[src/rtl/mmio_pkg.sv]
// Shared register map, STATUS bit positions and window decode for the MMIO port responder.
package mmio_pkg;

    localparam logic [31:0] IO_BASE_DEFAULT = 32'h1001_0400;

    typedef enum logic [2:0] {
        OFF_PORTOUT   = 3'd0,
        OFF_PORTIN    = 3'd1,
        OFF_STATUS    = 3'd2,
        OFF_TMR_LOAD  = 3'd3,
        OFF_TMR_COUNT = 3'd4
    } reg_off_e;

    localparam int ST_IN_CHG  = 0;
    localparam int ST_IN_OVR  = 1;
    localparam int ST_TMR_EXP = 2;
    localparam int STATUS_W   = 3;

    // The window is 32 bytes, so only address bits [31:5] take part in the decode.
    function automatic logic in_window(input logic [31:0] addr, input logic [31:0] base);
        return addr[31:5] == base[31:5];
    endfunction

endpackage

[src/rtl/mmio_down_timer.sv]
// Auto-reloading down counter; expire flags the cycle whose edge performs the reload.
module mmio_down_timer (
    input  logic        clk,
    input  logic        reset,
    input  logic        load,
    input  logic [31:0] load_value,
    output logic [31:0] reload,
    output logic [31:0] count,
    output logic        expire
);

    // A load in the same cycle pre-empts the reload, so it also suppresses the expiry event.
    assign expire = !load && (reload != 32'd0) && (count == 32'd1);

    always_ff @(posedge clk) begin
        if (reset) begin
            reload <= 32'd0;
            count  <= 32'd0;
        end else if (load) begin
            reload <= load_value;
            count  <= load_value;
        end else if (reload != 32'd0) begin
            if (count <= 32'd1)
                count <= reload;
            else
                count <= count - 32'd1;
        end
    end

endmodule

[src/rtl/mmio_port_responder.sv]
// Memory-mapped I/O responder: output port, synchronized input port with change flags, interval timer.
module mmio_port_responder
    import mmio_pkg::*;
#(
    parameter logic [31:0] IO_BASE  = IO_BASE_DEFAULT,
    parameter int          IN_WIDTH = 8
) (
    input  logic                clk,
    input  logic                reset,
    input  logic [31:0]         Address,
    input  logic [31:0]         WriteData,
    input  logic                MemWrite,
    input  logic                MemRead,
    output logic [31:0]         ReadData,
    output logic                Hit,
    input  logic [IN_WIDTH-1:0] PortIn,
    output logic [31:0]         PortOut,
    output logic                Irq
);

    logic [2:0]          offset;
    logic                wr_en;
    logic                rd_en;
    logic [IN_WIDTH-1:0] sync_meta;
    logic [IN_WIDTH-1:0] sync_in;
    logic [IN_WIDTH-1:0] portin_reg;
    logic [STATUS_W-1:0] status;
    logic [STATUS_W-1:0] status_set;
    logic [STATUS_W-1:0] status_clr;
    logic                in_change;
    logic                tmr_load;
    logic [31:0]         tmr_reload;
    logic [31:0]         tmr_count;
    logic                tmr_expire;

    assign Hit    = in_window(Address, IO_BASE);
    assign offset = Address[4:2];
    assign wr_en  = MemWrite && Hit;
    assign rd_en  = MemRead && Hit;

    assign in_change = (sync_in != portin_reg);
    assign tmr_load  = wr_en && (offset == OFF_TMR_LOAD);

    always_comb begin
        status_set             = '0;
        status_set[ST_IN_CHG]  = in_change;
        status_set[ST_IN_OVR]  = in_change && status[ST_IN_CHG];
        status_set[ST_TMR_EXP] = tmr_expire;

        status_clr = '0;
        if (wr_en && (offset == OFF_STATUS))
            status_clr = WriteData[STATUS_W-1:0];
        if (rd_en && (offset == OFF_PORTIN))
            status_clr[ST_IN_CHG] = 1'b1;
    end

    always_ff @(posedge clk) begin
        if (reset) begin
            sync_meta  <= '0;
            sync_in    <= '0;
            portin_reg <= '0;
            status     <= '0;
            PortOut    <= 32'd0;
        end else begin
            sync_meta <= PortIn;
            sync_in   <= sync_meta;
            if (in_change)
                portin_reg <= sync_in;
            // Set events are OR-ed in after the clear so they win on a same-cycle collision.
            status <= (status & ~status_clr) | status_set;
            if (wr_en && (offset == OFF_PORTOUT))
                PortOut <= WriteData;
        end
    end

    mmio_down_timer u_timer (
        .clk        (clk),
        .reset      (reset),
        .load       (tmr_load),
        .load_value (WriteData),
        .reload     (tmr_reload),
        .count      (tmr_count),
        .expire     (tmr_expire)
    );

    assign Irq = |status;

    // Zero-latency read path for a single-cycle core; idle bus reads as 0.
    always_comb begin
        ReadData = 32'd0;
        if (rd_en) begin
            case (offset)
                OFF_PORTOUT:   ReadData = PortOut;
                OFF_PORTIN:    ReadData = 32'(portin_reg);
                OFF_STATUS:    ReadData = 32'(status);
                OFF_TMR_LOAD:  ReadData = tmr_reload;
                OFF_TMR_COUNT: ReadData = tmr_count;
                default:       ReadData = 32'd0;
            endcase
        end
    end

endmodule

[config.mk]
export PLATFORM = sky130hd
export DESIGN_NAME = mmio_port_responder
export DESIGN_NICKNAME = d
export VERILOG_FILES = /design/src/rtl/mmio_pkg.sv /design/src/rtl/mmio_down_timer.sv /design/src/rtl/mmio_port_responder.sv
export SDC_FILE = /design/constraint.sdc
export NUM_CORES = 1
export LEC_CHECK = 0
export ABC_AREA = 1
export CORE_MARGIN = 5
export CORE_UTILIZATION = 28
export DETAILED_ROUTE_END_ITERATION = 12
export PLACE_DENSITY = 0.6
export SLEW_MARGIN = 5
export SYNTH_ARGS = -nofsm -noshare
export SYNTH_HDL_FRONTEND = slang
export SYNTH_HIERARCHICAL = 1
export SYNTH_SLANG_ARGS = --single-unit
[constraint.sdc]
create_clock -name clk -period 7.01 [get_ports clk]
set_input_delay 1.402 -clock clk [delete_from_list [all_inputs] [get_ports clk]]
set_output_delay 1.402 -clock clk [all_outputs]
set_load 0.02 [all_outputs]
# Word level (Yosys, flattened, before mapping)
# Cells that the tools add are included.
[word_totals]
ff_bits = 123
latch_bits = 0
ram_bits = 0
romBits = 0
in_bits = 76
out_inout_bits = 66
elab_cells = 40
n_memories = 0
[op_classes]
add_sub_neg = 1
n_mul = 0
n_div = 0
magnitude_cmp = 1
eq_ne = 7
shift = 0
n_mux = 7
bitwise = 3
n_reduce_logical = 14
[op_table]
columns = ["cell", "n"]
rows = [
  ["32-bit one-hot mux with 5 select lines", 1],
  ["32-bit 2-to-1 mux", 4],
  ["32-bit by 1-bit == test with 1-bit output, second input constant", 1],
  ["32-bit by 1-bit <= comparator with 1-bit output, second input constant", 1],
  ["32-bit nonzero test", 1],
  ["32-bit by 1-bit subtractor with 32-bit output, second input constant", 1],
  ["27-bit by 24-bit == test with 1-bit output, second input constant", 1],
  ["1-bit logical AND", 9],
  ["8-bit inequality test", 1],
  ["3-bit by 2-bit == test with 1-bit output, second input constant", 2],
  ["3-bit AND", 1],
  ["3-bit by 1-bit == test with 1-bit output, second input constant", 1],
  ["3-bit == test, second input constant", 1],
  ["3-bit logical NOT", 1],
  ["3-bit 2-to-1 mux", 1],
  ["3-bit NOT", 1],
  ["3-bit bitwise OR", 1],
  ["3-bit OR reduction", 1],
  ["2-bit nonzero test", 1],
  ["1-bit logical NOT", 1],
  ["1-bit 2-to-1 mux", 1],
]

# Longest topological paths before layout
[depth]
word_depth = 8
depth_mapped = 14
mapped_depth_nobuf = 13

# Cells and area by module
# The synthesis kept the hierarchy.
[modules_own_cells]
columns = ["mod", "n_inst", "cells_per_inst", "area_each_um2", "seq_area_each_um2"]
rows = [
  ["mmio_down_timer", 1, 619, 3897.5, 1281.2],
  ["mmio_port_responder", 1, 486, 3294.4, 1181.1],
]

# Least setup slack after synthesis
# OpenSTA, ideal clock, no wires.
[synth_timing]
kind = "input to output"
start = "in Address[14]"
end = "out ReadData[29]"
arrival_time_ns = 2.596
required_ns = 5.608
slack_ns = 3.012
stages = 8
n_path_buf = 1
cell_sequence = "nor2_1 -> nand3b_1 -> nor2_1 -> nand2_1 -> nor2_4 -> o211ai_4 -> buf_6 -> a31oi_1"
[synth_via]
elab_chain_len = 3
[synth_rtl]
columns = ["element", "line_no", "rtl"]
rows = [
  ["start, declared", "mmio_port_responder.sv:10", "input logic [31:0] Address,"],
  ["27-bit by 24-bit == test with 1-bit output", "mmio_pkg.sv:21", "return addr[31:5] == base[31:5];"],
  ["via Hit", "mmio_port_responder.sv:15", "output logic Hit,"],
  ["1-bit logical AND", "mmio_port_responder.sv:39", "assign rd_en = MemRead && Hit;"],
  ["32-bit 2-to-1 mux", "mmio_port_responder.sv:91", "if (rd_en) begin"],
  ["end, declared", "mmio_port_responder.sv:14", "output logic [31:0] ReadData,"],
]
# The timed path passes the listed nets, and every way through them passes these cells.

# Worst setup path in the final report
[layout_timing]
start = "in Address[4]"
end = "out ReadData[30]"
[layout_via]
elab_chain_len = 3
word_cells_on_any_way = 7
cone_classes = "4 x eq/ne; 2 x mux; 1 x reduce/logical"
[layout_rtl]
columns = ["element", "line_no", "rtl"]
rows = [
  ["3-bit == test, or another cell as far along", "mmio_port_responder.sv:92", "case (offset)"],
  ["32-bit one-hot mux with 5 select lines *", "mmio_port_responder.sv:92", ""],
  ["32-bit 2-to-1 mux *", "mmio_port_responder.sv:91", ""],
]
# Every way passes the cells marked *; elsewhere a longest branch is shown, timed or not.

==> impl_summary.md <==
Worst setup path
The critical path goes through clkdlybuf4s50_1 -> buf_4 -> inv_2 -> nand2_1 -> inv_2 -> nand2_1 -> a31oi_1 -> clkdlybuf4s50_1. The kind of end point of the critical path is an output pin. The setup path with the least slack is of type input port to output pin. The worst endpoint required time is 5610 ps. On the worst path, the slowest cell contributes a delay of 680 ps. The arrival time of the worst setup path is 4320 ps. The largest fanout of any net on the critical path is 33. The cell type of the slowest stage on the worst timing path is clkdlybuf4s50_1. STA classifies the critical path startpoint as an input port.

Die
The height of the die is 170 microns. The initial core utilization is 0.285. The die covers 29000 sq um. The standard-cell row count is 58. The die is 170 microns wide. The count of boundary I/O pins is 142. The floorplan step defined a core boundary enclosing 25300 sq um.

Route
The detailed router finished its first iteration with 600 violations. The total vias in the final route is 7697. The first detailed-routing pass took 5 iterations. Once detail routing completed, the nets flagged for antenna violations numbered 0. The number of remaining DRC errors is 0.

The per-cell via count in the routed design is 4.96. The post-detailed-route wirelength per cell is 15.8 microns. Wires add up to 24.5 mm.

Finish
The share of cells above drive strength 1 is 0.0680. The filler cell count in the final layout is 2665. The layout net count is 1286. The largest registers in the layout are PortOut (32), u_timer/count (32), u_timer/reload (32). The antenna diode count is 0. The number of standard cells in the final layout excluding fillers is 1551. Relative to the synthesized area, the layout overhead comes to 29.2%. For this run, the share of the core covered by cells in the final layout is 0.368.

STA
For this run, the top clock speed supported by timing is 175 MHz. The share of the clock period used by the worst path after layout is 0.816. The count of final hold-check violations came to 0. The setup TNS is 0 ps. Setup repair after global routing left no endpoint under its margin. The clock skew after layout is 7.38 ps.

The max-slew violation total from the final report is 0. The worst setup slack after layout is 1290 ps. Setup violations remaining at the end of the flow were counted as 0. The transition at the pin with the smallest max-transition slack is 1170 ps.

Measured against its own limit, the worst slew margin works out to 0.217. The smallest clock period supported by the final layout is computed as 5720 ps.

Pwr
The analysis attributes to cell leakage a power of 0.00360 uW. Across the VDD grid, the largest voltage drop is 0.148 mV. For this design the ratio of total power to cell area is 185 nW/um^2.

The design draws 1720 uW.

Placement
At the end of routability-driven placement, the weighted congestion stood at 0.886. The placed cell count is 1519. Input and output buffers added on the ports amount to 139. The worst-case setup slack after placement is 1300 ps. Summed over all nets, the half-perimeter wirelength after detailed placement is 17.4 mm.

Yosys
The proportion of netlist area held by the largest area contributor is 0.342. The flop and latch count out of synthesis is 123. The Yosys warning count is 6. In this run, synthesis inferred 0 flip-flops with an integrated enable. The synthesized netlist contains 41 unique library cells. The sequential area share after synthesis is 0.342. The commonest cells after synthesis are nand2_1, nor2_1, dfxtp_1.

Synthesis produced 1105 cells. In the post-synthesis netlist, the biggest area contributors are dfxtp_1, nand2_1, nor2_1. The total standard cell area after synthesis is 7190 sq um.

The cell with the most instances after synthesis is nand2_1. The total nets after synthesis is 1183. The share of async-settable or async-resettable flops after synthesis is 0. The synthesized area per cell is 6.51 sq um.

The largest total area in the synthesized netlist belongs to dfxtp_1. The commonest register cell after synthesis is dfxtp_1.

Clocking
CTS saw 123 sinks. The total of cells resized after clock tree synthesis is 0. The worst-skew pair later-pin latency is 420 ps. The number of buffers inserted by hold repair at cts is 0. Buffers inserted during clock tree synthesis total 17. The largest buffer count on any clock path is 2. The clock-pin slew of the registers on the worst-case setup and hold paths is 60 ps. After clock tree synthesis, the setup repair step added 0 buffers. The CTS tree is yes. The tree is rooted in a clkbuf_16. The H-tree depth is 4.

Global routing
The first global-routing pass estimated 39.3 mm of wire. Across every metal layer, demand over resource in global routing totals 0.167. The number of global-route vias before repair is 7244.

The number of antenna violations at the first check in global routing is 0. The maximum number of pins on one net before global-route repair is 65. The total congestion overflow after global routing is 0.

Outcome
The run finished with clean final reports.

Min path
The class of the tightest hold or removal check is flop to flop.

Flow run
Max-cap violations in this run came to 0.
## worst max-delay path, delay by kind of cell
| family | cells | cell delay, ps |
|---|---|---|
| compound gates | 1 | 300 |
| simple gates | 2 | 260 |
| buf+inv | 5 | 2310 |
## stage by stage
step                      cell area [sq um]  hold slack, ps
after global routing                   9290             408
after CTS                              9290             404
after floorplan                        7190             388
after global placement                 8690             392
after detailed placement               8690             395
final                                  9290             404
## kinds of logic (layout without fill, tap and decap cells)
kind of cell	after synthesis	count (layout)	synth area share
AND/OR/NAND/NOR	554	554	0.353
AO/OA/AOI/OAI	234	234	0.174
buffers and inverters	179	295	0.111
flip-flops	123	123	0.342
XOR/XNOR	13	13	0.0158
adder cells (fa/ha/maj)	2	2	0.00348
## per-layer routing
layer  vias to the layer above  global-route usage  part of all wire  routed length (microns)
met5                         -                   0                 0                        0
met4                         0              0.0573             0.023                      573
met3                        32              0.0344             0.070                     1720
met2                       281               0.273              0.46                    11400
met1                      3526               0.220              0.44                    10900
li1                       3858                   -                 -                        -
## final cells by class
type	instances	area (sq um)	share of cell area
Timing Repair Buffer	146	1440	0.155
Clock buffer	17	425	0.0458
Clock inverter	15	174	0.0187
Sequential cell	123	2460	0.265
Tap cell	330	413	0.0444
Inverter	117	439	0.0473
Multi-Input combinational cell	803	3940	0.424
## where the power goes
group          internal (uW)  switching, uW
clock network            558            338
registers                706           3.46
logic                   52.1           61.8
total                   1320            404
## layout by cell type, fill, tap and decap left out, types with 2 or more instances in the layout
cell / instances
nor2_8: 2
bufinv_16: 3
o21ai_0: 54
o21ai_1: 27
nor2_1: 161
inv_6: 2
buf_4: 7
a21oi_2: 4
nand3_2: 5
xnor2_1: 8
a31oi_1: 24
xor2_1: 5
nand2_8: 3
nand3b_1: 7
inv_2: 4
nand4_1: 45
clkinv_2: 4
ha_1: 2
a21oi_1: 118
clkinvlp_4: 5
clkbuf_16: 17
a221oi_1: 2
dfxtp_1: 123
nand2_4: 2
nor2_4: 7
or2_2: 8
inv_1: 112
nor2_2: 3
nand2_2: 2
clkdlybuf4s50_1: 138
nand2_1: 230
nand3_1: 74
## worst paths after layout
path	cells past startpoint	endpoint	slack, ps	start
max	8	ReadData[30]	1290	Address[4]
min	2	sync_in[6]	400	sync_meta[6]
min reg2reg	2	sync_in[6]	400	sync_meta[6]
max reg2reg	11	u_timer/count[6]	4870	u_timer/count[0]
Note: power is estimated with default switching activity, not from simulation.
